===== config.mk =====
export PLATFORM = sky130hd
export DESIGN_NAME = instruction_fetch_flat
export DESIGN_NICKNAME = d
export VERILOG_FILES = /design/src/rtl/instruction_fetch_if.sv /design/src/rtl/instruction_fetch.sv /design/src/flat_wrapper.sv
export SDC_FILE = /design/constraint.sdc
export NUM_CORES = 1
export LEC_CHECK = 0
export CAP_MARGIN = 20
export CORE_UTILIZATION = 41
export DETAILED_ROUTE_END_ITERATION = 16
export GPL_ROUTABILITY_DRIVEN = 0
export GPL_TIMING_DRIVEN = 0
export HOLD_SLACK_MARGIN = 0.06
export PLACE_DENSITY = 0.93
export SYNTH_ARGS = -nofsm -noshare
export SYNTH_HDL_FRONTEND = slang
export SYNTH_SLANG_ARGS = --single-unit

===== constraint.sdc =====
create_clock -name clk -period 2.4 [get_ports clk]
set_clock_uncertainty 0.2 [all_clocks]
set_input_delay 0.48 -clock clk [delete_from_list [all_inputs] [get_ports clk]]
set_output_delay 0.48 -clock clk [all_outputs]
set_load 0.03 [all_outputs]

===== src/rtl/instruction_fetch_if.sv =====
// Fetch-stage bus: instruction memory port, decode/execute controls and the fetch/decode register outputs.
// master = fetch stage, slave = surrounding datapath (memory, decode, execute).
interface instruction_fetch_if #(
    parameter int ADDR_WIDTH = 32
);
    logic [ADDR_WIDTH-1:0] imem_addr;
    logic [31:0]           imem_data;
    logic                  stall;
    logic                  branch_valid;
    logic [ADDR_WIDTH-1:0] branch_target;
    logic [31:0]           instr_out;
    logic [ADDR_WIDTH-1:0] instr_pc;
    logic                  instr_valid;
    logic [31:0]           fetch_count;
    logic [31:0]           flush_count;

    modport master (
        output imem_addr, instr_out, instr_pc, instr_valid, fetch_count, flush_count,
        input  imem_data, stall, branch_valid, branch_target
    );

    modport slave (
        input  imem_addr, instr_out, instr_pc, instr_valid, fetch_count, flush_count,
        output imem_data, stall, branch_valid, branch_target
    );
endinterface


===== src/rtl/instruction_fetch.sv =====
// Fetch stage: owns the PC, registers imem words into the fetch/decode register, handles stall and branch squash.
// Optional performance counters enabled by defining IFETCH_PERF_CNT_EN.
//
// state    | meaning
// S_RESET  | held in reset / first cycle after release, nothing live yet
// S_RUN    | normal fetch, one word per unstalled cycle
// S_FLUSH  | redirect in progress, imem_addr shows the branch target
module instruction_fetch #(
    parameter logic [31:0] RESET_PC   = 32'h0000_0000,
    parameter int          ADDR_WIDTH = 32
) (
    input logic                 clk,
    input logic                 reset,
    instruction_fetch_if.master bus
);
    localparam logic [ADDR_WIDTH-1:0] RESET_ADDR = ADDR_WIDTH'(RESET_PC);

    typedef enum logic [1:0] {
        S_RESET = 2'd0,
        S_RUN   = 2'd1,
        S_FLUSH = 2'd2
    } state_t;

    state_t                state_q, state_d;
    logic [ADDR_WIDTH-1:0] pc_q, pc_d;
    logic [31:0]           instr_q, instr_d;
    logic [ADDR_WIDTH-1:0] ipc_q, ipc_d;
    logic                  valid_q, valid_d;
    logic                  advance;
    logic                  taken;

    // Branch targets are word aligned by dropping the byte offset.
    logic unused_tgt_bits;
    assign unused_tgt_bits = ^bus.branch_target[1:0];

    always_ff @(posedge clk) begin
        if (reset) begin
            state_q <= S_RESET;
            pc_q    <= RESET_ADDR;
            instr_q <= '0;
            ipc_q   <= '0;
            valid_q <= 1'b0;
        end else begin
            state_q <= state_d;
            pc_q    <= pc_d;
            instr_q <= instr_d;
            ipc_q   <= ipc_d;
            valid_q <= valid_d;
        end
    end

    always_comb begin
        state_d = state_q;
        pc_d    = pc_q;
        instr_d = instr_q;
        ipc_d   = ipc_q;
        valid_d = valid_q;
        advance = 1'b0;
        taken   = 1'b0;

        if (bus.branch_valid) begin
            taken   = 1'b1;
            pc_d    = {bus.branch_target[ADDR_WIDTH-1:2], 2'b00};
            valid_d = 1'b0;
        end else if (bus.stall) begin
            if (state_q == S_FLUSH) begin
                valid_d = 1'b0;
            end
        end else begin
            advance = 1'b1;
            instr_d = bus.imem_data;
            ipc_d   = pc_q;
            valid_d = 1'b1;
            pc_d    = pc_q + ADDR_WIDTH'(4);
        end

        case (state_q)
            S_RESET: state_d = taken ? S_FLUSH : S_RUN;
            S_RUN:   state_d = taken ? S_FLUSH : S_RUN;
            S_FLUSH: state_d = advance ? S_RUN : S_FLUSH;
            default: state_d = S_RESET;
        endcase
    end

    assign bus.imem_addr   = pc_q;
    assign bus.instr_out   = instr_q;
    assign bus.instr_pc    = ipc_q;
    assign bus.instr_valid = valid_q;

`ifdef IFETCH_PERF_CNT_EN
    logic [31:0] fetch_cnt_q;
    logic [31:0] flush_cnt_q;

    always_ff @(posedge clk) begin
        if (reset) begin
            fetch_cnt_q <= '0;
            flush_cnt_q <= '0;
        end else begin
            if (advance) fetch_cnt_q <= fetch_cnt_q + 32'd1;
            if (taken)   flush_cnt_q <= flush_cnt_q + 32'd1;
        end
    end

    assign bus.fetch_count = fetch_cnt_q;
    assign bus.flush_count = flush_cnt_q;
`else
    assign bus.fetch_count = '0;
    assign bus.flush_count = '0;
`endif
endmodule


===== src/flat_wrapper.sv =====
// flat-port wrapper written by rule: the top's interface ports become plain ports
module instruction_fetch_flat 
#(
    parameter logic [31:0] RESET_PC   = 32'h0000_0000,
    parameter int          ADDR_WIDTH = 32
)
  (clk, reset, bus_imem_addr, bus_instr_out, bus_instr_pc, bus_instr_valid, bus_fetch_count, bus_flush_count, bus_imem_data, bus_stall, bus_branch_valid, bus_branch_target);
  instruction_fetch_if #(.ADDR_WIDTH(ADDR_WIDTH)) bus_i ();
  input logic clk;
  input logic reset;
  output wire logic [$bits(bus_i.imem_addr)-1:0] bus_imem_addr;
  output wire logic [$bits(bus_i.instr_out)-1:0] bus_instr_out;
  output wire logic [$bits(bus_i.instr_pc)-1:0] bus_instr_pc;
  output wire logic [$bits(bus_i.instr_valid)-1:0] bus_instr_valid;
  output wire logic [$bits(bus_i.fetch_count)-1:0] bus_fetch_count;
  output wire logic [$bits(bus_i.flush_count)-1:0] bus_flush_count;
  input wire logic [$bits(bus_i.imem_data)-1:0] bus_imem_data;
  input wire logic [$bits(bus_i.stall)-1:0] bus_stall;
  input wire logic [$bits(bus_i.branch_valid)-1:0] bus_branch_valid;
  input wire logic [$bits(bus_i.branch_target)-1:0] bus_branch_target;
  assign bus_imem_addr = bus_i.imem_addr;
  assign bus_instr_out = bus_i.instr_out;
  assign bus_instr_pc = bus_i.instr_pc;
  assign bus_instr_valid = bus_i.instr_valid;
  assign bus_fetch_count = bus_i.fetch_count;
  assign bus_flush_count = bus_i.flush_count;
  assign bus_i.imem_data = bus_imem_data;
  assign bus_i.stall = bus_stall;
  assign bus_i.branch_valid = bus_branch_valid;
  assign bus_i.branch_target = bus_branch_target;
  instruction_fetch #(.RESET_PC(RESET_PC), .ADDR_WIDTH(ADDR_WIDTH)) u_core (.clk(clk), .reset(reset), .bus(bus_i));
endmodule

## Word-level counts from Yosys, hierarchy flattened

Index checks and enable logic that the tools add are counted.

- Add/subtract/negate cells: 1
- Multiply operators: 0
- Div/mod/pow operators: 0
- $lt $le $gt $ge: 0
- Eq/ne operators: 4
- Shift-type cells: 0
- Muxes and demuxes: 10
- Bitwise operators: 2
- Reductions and logical operators: 4

Operators by type and width:

| operator | number |
|---|---|
| 2-to-1 mux 32 bit | 2 |
| adder 32 x 3 -> 32 bit, second input constant | 1 |
| 2-to-1 mux 1 bit | 5 |
| 2-to-1 mux 2 bit | 2 |
| inequality test 2 x 1 -> 1 bit, second input constant | 2 |
| one-hot mux 2 bit (2 select lines) | 1 |
| OR reduction 2 bit | 2 |
| == test 2 x 1 -> 1 bit, second input constant | 1 |
| == test 2 bit, second input constant | 1 |
| zero test 2 bit | 1 |
| inverter 1 bit | 2 |
| AND reduction 2 bit | 1 |

- Flip-flop bits (word level): 99
- Bits in latches: 0
- Memory bits (writable): 0
- ROM bits: 0
- Output and inout port bits: 161
- Logic and storage cells: 27
- Memories kept: 0

## Logic depth before layout (Yosys ltp)

Gate-level depths: netlist of run 1.

- Word-level depth: 4
- Mapped depth: 6
- Depth with buffers taken out: 5

## Worst setup path after synthesis of run 1

No wires, ideal clock.

- Path type: flip-flop to flip-flop
- From: reg u_core.pc_q[18] (netlist: u_core.bus.imem_addr[18])
- To: reg u_core.pc_q[28] (netlist: u_core.bus.imem_addr[28])
- Library setup time: 0.112 ns
- Arrival time: 2.030 ns
- Path slack: 0.058 ns
- Stages on the path, launching flop included: 7
- Clock period less this slack: 2.342 ns
- Path through: dfxtp_1 > buf_2 > nand4_1 > or2_2 > clkbuf_1 > or3_1 > a2111oi_1

- Cells in the longest elaborated chain, start to end: 3

Ends and longest elaborated chain:

| what | RTL line | RTL |
|---|---|---|
| start, declared | instruction_fetch.sv:25 | `logic [ADDR_WIDTH-1:0] pc_q, pc_d;` |
| start signal, assigned | instruction_fetch.sv:45 | `pc_q <= pc_d;` |
| adder 32 x 3 -> 32 bit | instruction_fetch.sv:74 | `pc_d = pc_q + ADDR_WIDTH'(4);` |
| 2-to-1 mux 32 bit | instruction_fetch.sv:65 | `end else if (bus.stall) begin` |
| 2-to-1 mux 32 bit | instruction_fetch.sv:61 | `if (bus.branch_valid) begin` |

No other way between the ends. The select of a mux whose other input is x is not followed.
A chain may end at the register's enable or synchronous reset.

## Final worst setup path of run 1

- From: in bus_stall
- To: reg u_core.pc_q[28] (netlist: u_core.bus.imem_addr[28])

- Cells in the longest elaborated chain, start to end: 1

Ends and longest elaborated chain:

| what | RTL line | RTL |
|---|---|---|
| start, declared | flat_wrapper.sv:18 | `input wire logic [$bits(bus_i.stall)-1:0] bus_stall;` |
| inequality test 2 x 1 -> 1 bit (no line) | -- |  |

No other way between the ends.

==> results_dict.tcl, run 1 <==
set metrics [dict create \
    rsz0062_at_grt "true" \
    cell_taking_the_most_area_after_synthesis "sky130_fd_sc_hd__dfxtp_1" \
    rows 38 \
    hold_class "flop to flop" \
    number_of_distinct_standard_cells_referenced_by_the_synthesized_netlist 45 \
    vias_in_the_first_global_route 4356 \
    cts_max_path_buffers 2 \
    switching_share_pct 32.9 \
    die_w_um 107 \
    vias 4702 \
    critical_path_class "input port to flop" \
    cts.sink_count 95 \
    finalCritPeriodShare_pct 98.9 \
    setup_crit_end_kind "flop" \
    floorplan.io_pins 229 \
    clock_tree_from_tritoncts "built" \
    grt_overflow 0 \
    final_net_count 890 \
    synth_seq_cells 95 \
    mappedNetlistArea_mm2 0.00456 \
    critical_path.max_fanout 5 \
    critical-path-max-stage-delay_ns 0.51 \
    synthesized_area_per_cell_um2 7.79 \
    antenna_found_initial 0 \
    timing.slew.headroom_pct 61.6 \
    yosysSeqAreaShare_pct 41.7 \
    critical_path_rt_ns 2.45 \
    post-dp-hpwl_um 9850 \
    critPathSlowestCell "sky130_fd_sc_hd__or4_4" \
    worst_reg2reg_path_startpoint "u_core.bus.imem_addr[5]$_SDFFE_PP0P_" \
    floorplan.initialDensity_pct 42.1 \
    result_of_the_run "completed" \
    core-area_mm2 0.0108 \
    grt_start_max_net_pins 17 \
    share_of_total_power_in_the_clock_network_pct 27.1 \
    grt_pass1_wl_um 20800 \
    power.internal_w 0.00241 \
    synthTopCellsByArea "sky130_fd_sc_hd__dfxtp_1, sky130_fd_sc_hd__nand2_1, sky130_fd_sc_hd__buf_4" \
    setup_viol 0 \
    place_ws_ns -0.629 \
    worst_slack_ns 0.0266 \
    die_area_mm2 0.0115 \
    timing.final.max_slew_violations 0 \
    net-switching-power_w 0.00119 \
    crit_path_launch_type "input port" \
    area_growth_syn_to_layout_pct 48.5 \
    max-vdd-ir-drop_v 0.000286 \
    ant_nets 0 \
    postSynthCellCount 585 \
    drt_first_pass_iters 5 \
    fin_hold_ws_ns 0.258 \
    drc 0 \
    power_leakage_nw 2.66 \
    maxCapViolCount 0 \
    layout-drive-gt1-share_pct 13.4 \
    initialDrtViolationCount 229 \
    finalHoldViolCount 0 \
    antenna-diode-count 0 \
    cts.root.buffer_cell "sky130_fd_sc_hd__clkbuf_8" \
    crit_path_start "bus_stall" \
    fmax_mhz 421 \
    wirelength_routed_um 13300 \
    async_flop_share_pct 0 \
    number_of_buffers_created_by_cts 9 \
    post-route-util_pct 62.5 \
    power_per_cell_area_mw_per_mm2 532 \
    synth_enable_flop_cells 0 \
    hold_bufs_inserted_after_cts 0 \
    timing.hold.worst.start "u_core.bus.instr_pc[24]$_SDFFE_PP0P_" \
    yosysWarningCount 0 \
    port_buffers 156 \
    vertical_die_dimension_um 107 \
    worst_slew_pin_slew_ns 0.576 \
    post-route-min-period_ns 2.37 \
    global_route.usage.total_pct 22.9 \
    timing.critical_path.cells "clkdlybuf4s50_1 > nand4b_1 > or4_4 > or3_1 > a2111oi_1" \
    route.detailed.vias_per_inst 4.87 \
    synth_top_area_share_pct 41.7 \
    cts.htree.levels 3 \
    sequential_power_share_pct 48.2 \
    share_comb_of_total_power_pct 24.7 \
    critPathArrivalTime_ns 2.43 \
    route.detailed.wl_per_inst_um 13.8 \
    latest_clock_arrival_within_the_worst_skew_pair_ns 0.37 \
    ys_dominant_reg_cell "sky130_fd_sc_hd__dfxtp_1" \
    cts.clk_slew.worst_paths_ns 0.10 \
]
[placed cells by master, fill, tap and decap left out, types with 13 or more instances in the layout]
cell type                           n
sky130_fd_sc_hd__nand2_1          143
sky130_fd_sc_hd__a21oi_1           67
sky130_fd_sc_hd__clkbuf_1          30
sky130_fd_sc_hd__conb_1            68
sky130_fd_sc_hd__nand4_1           13
sky130_fd_sc_hd__a211oi_1          17
sky130_fd_sc_hd__nor2_1            27
sky130_fd_sc_hd__buf_4             70
sky130_fd_sc_hd__dfxtp_1           88
sky130_fd_sc_hd__clkdlybuf4s50_1  156
[power by group through the flow]
stage	Clock, W	Sequential, W	Combinational, W
final	0.000977	0.00174	0.000888
after global routing	0.00106	0.00175	0.000946
after CTS	0.000996	0.00173	0.000880
after detailed placement	0	0.00177	0.000875
after global placement	0	0.00177	0.000869
after floorplan	0	0.00190	0.000411
[flip-flops by register name, indices dropped and copies added (netlist names)]
register                flops
u_core.bus.instr_valid      1
u_core.bus.instr_out       32
u_core.state_q              2
u_core.bus.instr_pc        30
u_core.bus.imem_addr       30
[worst max-delay path, delay by kind of cell]
family / cells / cell delay [ns]
AOI/OAI and AO/OA: 1 / 0.32
buffers and inverters: 1 / 0.46
and+or+nand+nor: 3 / 1.16
[stage by stage]
| step | total power, W | area (um2) | cells | TNS (ns) |
|---|---|---|---|---|
| floorplan | 0.00231 | 4810 | 652 | 0 |
| detailed placement | 0.00264 | 6550 | 948 | -34.40 |
| global placement | 0.00264 | 6550 | 948 | -33.12 |
| global route | 0.00376 | 6770 | 966 | -0.0666 |
| CTS | 0.00361 | 6730 | 964 | 0 |
| finish | 0.00360 | 6770 | 966 | 0 |
[cell type report]
class                           count  area (um2)
Buffer                            110         683
Clock buffer                       11         131
Clock inverter                      5        42.5
Fill cell                         952        4070
Inverter                           10        37.5
Multi-Input combinational cell    437        2220
Sequential cell                    95        1910
Tap cell                          140         175
Timing Repair Buffer              158        1580
[layer usage]
layer	GRT usage (%)	vias up	wire, um
met5	0	-	0
met4	8.81	0	242
met3	6.23	21	1170
met2	39.4	204	6480
met1	27.1	2153	5450
li1	-	2324	-
[path summary, 6_finish.rpt]
path         depth (start not counted)                                    end  slack [ns]
max                                  5  u_core.bus.imem_addr[28]$_SDFFE_PP0P_        0.03
min                                  2   u_core.bus.instr_pc[24]$_SDFFE_PP0P_        0.26
max reg2reg                          4  u_core.bus.imem_addr[28]$_SDFFE_PP0P_        0.05
min reg2reg                          2   u_core.bus.instr_pc[24]$_SDFFE_PP0P_        0.26
[logic make-up after synthesis]
kind of cell / share of synthesized area (%)
adder cells (fa/ha/maj): 0.274
multiplexers: 0.220
buffers and inverters: 15.6
AND/OR/NAND/NOR: 24.5
flip-flops: 41.7
other: 0.0822
XOR/XNOR: 2.50
AO/OA/AOI/OAI: 15.1
[Yosys cell counts (6+ instances only)]
library cell,n
sky130_fd_sc_hd__dfxtp_1,95
sky130_fd_sc_hd__a211oi_1,17
sky130_fd_sc_hd__nand4_1,13
sky130_fd_sc_hd__nand3_1,11
sky130_fd_sc_hd__xor2_1,9
sky130_fd_sc_hd__buf_1,6
sky130_fd_sc_hd__inv_1,10
sky130_fd_sc_hd__a2111oi_0,8
sky130_fd_sc_hd__a21oi_1,67
sky130_fd_sc_hd__and4_1,9
sky130_fd_sc_hd__nand2_1,143
sky130_fd_sc_hd__clkbuf_1,32
sky130_fd_sc_hd__nor2_1,28
sky130_fd_sc_hd__buf_4,68
[what timing repair did]
item | CTS | global route
pin swaps | 0 | 3
buffers inserted | 0 | 2
endpoints found under the setup margin | 61 | 23
cloned | 0 | 0
gates resized for setup | 9 | 11
Note: power is estimated with default switching activity, not from simulation.
==> run 2, diff against run 1 <==
Settings changed: CORE_MARGIN set to 10.
==> run 2 against run 1 <==
Global-route usage is 4.2 points lower. Sequential share of layout area is 0.059 points lower. Cell count is 0.21% lower. Non-clock buffer count is 2 lower. Design area is 0.18% lower. Total power is 2.1% higher. Via count is 0.53% higher. Maximum frequency is 1.0% lower. Die area is 36% higher. Combinational power is 1% higher. Critical path type is now flop to flop. Largest power group unchanged.
==> results_dict.tcl, run 2 (same netlist as run 1, synthesis figures left out) <==
set metrics [dict create \
    antenna-diode-count 0 \
    layout.cells.non_filler 964 \
    number_of_buffers_created_by_cts 9 \
    maxCapViolCount 0 \
    setup_crit_end_kind "flop" \
    die_area_mm2 0.0157 \
    max-vdd-ir-drop_v 0.000331 \
    route.detailed.wl_per_inst_um 16.2 \
    cts.htree.levels 3 \
    antenna_found_initial 0 \
    fin_hold_ws_ns 0.257 \
    wirelength_routed_um 15600 \
    route.detailed.vias_per_inst 4.90 \
    met3WireLength_um 1770 \
    grt_start_max_net_pins 16 \
    setup-tns-final_ns 0 \
    worst_reg2reg_path_startpoint "u_core.bus.imem_addr[18]$_SDFFE_PP0P_" \
    fin_area_mm2 0.00676 \
    hold_bufs_inserted_after_cts 0 \
    hold_class "flop to flop" \
    final_net_count 888 \
    timing.hold.worst.start "u_core.bus.instr_pc[3]$_SDFFE_PP0P_" \
    length_of_routed_met2_wiring_um 7830 \
    critical_path.max_fanout 10 \
    drt_first_pass_iters 6 \
    finalCritPeriodShare_pct 99.9 \
    critPathArrivalTime_ns 2.44 \
    latest_clock_arrival_within_the_worst_skew_pair_ns 0.36 \
    vias_in_the_first_global_route 4685 \
    largest_register_ffs 32 \
    timing.final.max_slew_violations 0 \
    cts.sink_count 95 \
    finalHoldViolCount 0 \
    numPlacedInstances 948 \
    power_per_cell_area_mw_per_mm2 544 \
    worst_slack_ns 0.00175 \
    grt_pass1_wl_um 24400 \
    placedInstanceArea_mm2 0.00655 \
    area_growth_syn_to_layout_pct 48.3 \
    power_leakage_nw 2.64 \
    vertical_die_dimension_um 125 \
    post-dp-hpwl_um 12100 \
    route.layer.met1.wl_um 5850 \
    core-area_mm2 0.0108 \
    die_w_um 125 \
    rows 38 \
    routed.top_layer "met4" \
    ant_nets 0 \
    clock_tree_from_tritoncts "built" \
    floorplan.io_pins 229 \
    timing.slew.headroom_pct 40.0 \
    vias 4727 \
    floorplan.initialDensity_pct 42.1 \
    rsz0062_at_grt "true" \
    port_buffers 156 \
    worst_slew_pin_slew_ns 0.892 \
    cts_max_path_buffers 2 \
    crit_path_start "u_core.bus.imem_addr[18]$_SDFFE_PP0P_" \
    grt_overflow 0 \
    cts.root.buffer_cell "sky130_fd_sc_hd__clkbuf_8" \
    place_ws_ns -0.622 \
    critical_path_class "flop to flop" \
    global_route.usage.total_pct 18.7 \
    layout-drive-gt1-share_pct 12.5 \
    layout.cells.most_common "sky130_fd_sc_hd__clkdlybuf4s50_1" \
    crit_path_launch_type "flop" \
    critical_path_rt_ns 2.44 \
    result_of_the_run "completed" \
    layout_common_cells "sky130_fd_sc_hd__clkdlybuf4s50_1, sky130_fd_sc_hd__nand2_1, sky130_fd_sc_hd__dfxtp_1, sky130_fd_sc_hd__buf_4, sky130_fd_sc_hd__conb_1" \
    cts.clk_slew.worst_paths_ns 0.09 \
    post-route-min-period_ns 2.40 \
    drc 0 \
    setup_viol 0 \
    fmax_mhz 417 \
    initialDrtViolationCount 365 \
]
==> run 2: cell count changes in the layout (fill, tap and decap cells not counted), moves of 2 or more <==
cell	change
sky130_fd_sc_hd__clkbuf_1	-2
sky130_fd_sc_hd__dfxtp_1	+6
sky130_fd_sc_hd__dfxtp_2	-6
sky130_fd_sc_hd__inv_6	-2
==> run 2: through the flow <==
stage | total power (W) | utilization (%)
4_1_cts | 0.00369 | 62.2
6_report | 0.00368 | 62.4
3_3_place_gp | 0.00264 | 60.4
2_1_floorplan | 0.00231 | -
5_1_grt | 0.00385 | 62.4
3_5_place_dp | 0.00265 | 60.4
==> run 2: layout make-up <==
| type | count | area (um2) |
|---|---|---|
| fill | 973 | 4080 |
| multi-input combinational | 437 | 2200 |
| sequential | 95 | 1900 |
| timing repair buffer | 158 | 1580 |
| buffer | 108 | 674 |
| tap | 140 | 175 |
| clock buffer | 11 | 131 |
| clock inverter | 5 | 58.8 |
| inverter | 10 | 37.5 |
==> run 2: power by group <==
part	switching, W	total, W	internal (W)	leakage [nW]
registers	0.0000811	0.00174	0.00165	0.779
clock network	0.000559	0.00104	0.000483	0.0895
logic	0.000529	0.000898	0.000369	1.77
==> run 2: final timing paths <==
check,cells past startpoint,endpoint,slack [ns]
worst max-delay path,6,u_core.bus.imem_addr[28]$_SDFFE_PP0P_,0.002
worst min-delay path,2,u_core.bus.instr_pc[3]$_SDFFE_PP0P_,0.26
worst max register to register,6,u_core.bus.imem_addr[28]$_SDFFE_PP0P_,0.002
worst min register to register,2,u_core.bus.instr_pc[3]$_SDFFE_PP0P_,0.26
==> run 2: critical path, stage by stage, from the launching register on <==
cell and delay, ns:
sky130_fd_sc_hd__dfxtp_1 0.35, sky130_fd_sc_hd__buf_2 0.19, sky130_fd_sc_hd__nand4_1 0.20, sky130_fd_sc_hd__or2_2 0.35
sky130_fd_sc_hd__clkbuf_1 0.22, sky130_fd_sc_hd__or3_1 0.43, sky130_fd_sc_hd__a2111oi_1 0.34
==> run 2: per-layer routing <==
layer | track usage [%] | up-vias
li1 | - | 2319
met1 | 20.2 | 2176
met2 | 32.3 | 215
met3 | 8.96 | 17
met4 | 4.67 | 0
met5 | 0 | -
==> run 2: repair_timing <==
item | 4_1_cts | 5_1_grt
gates resized for setup | 7 | 4
pin swaps | 0 | 1
buffers inserted | 0 | 2
cloned | 0 | 0
setup endpoints to repair | 60 | 9
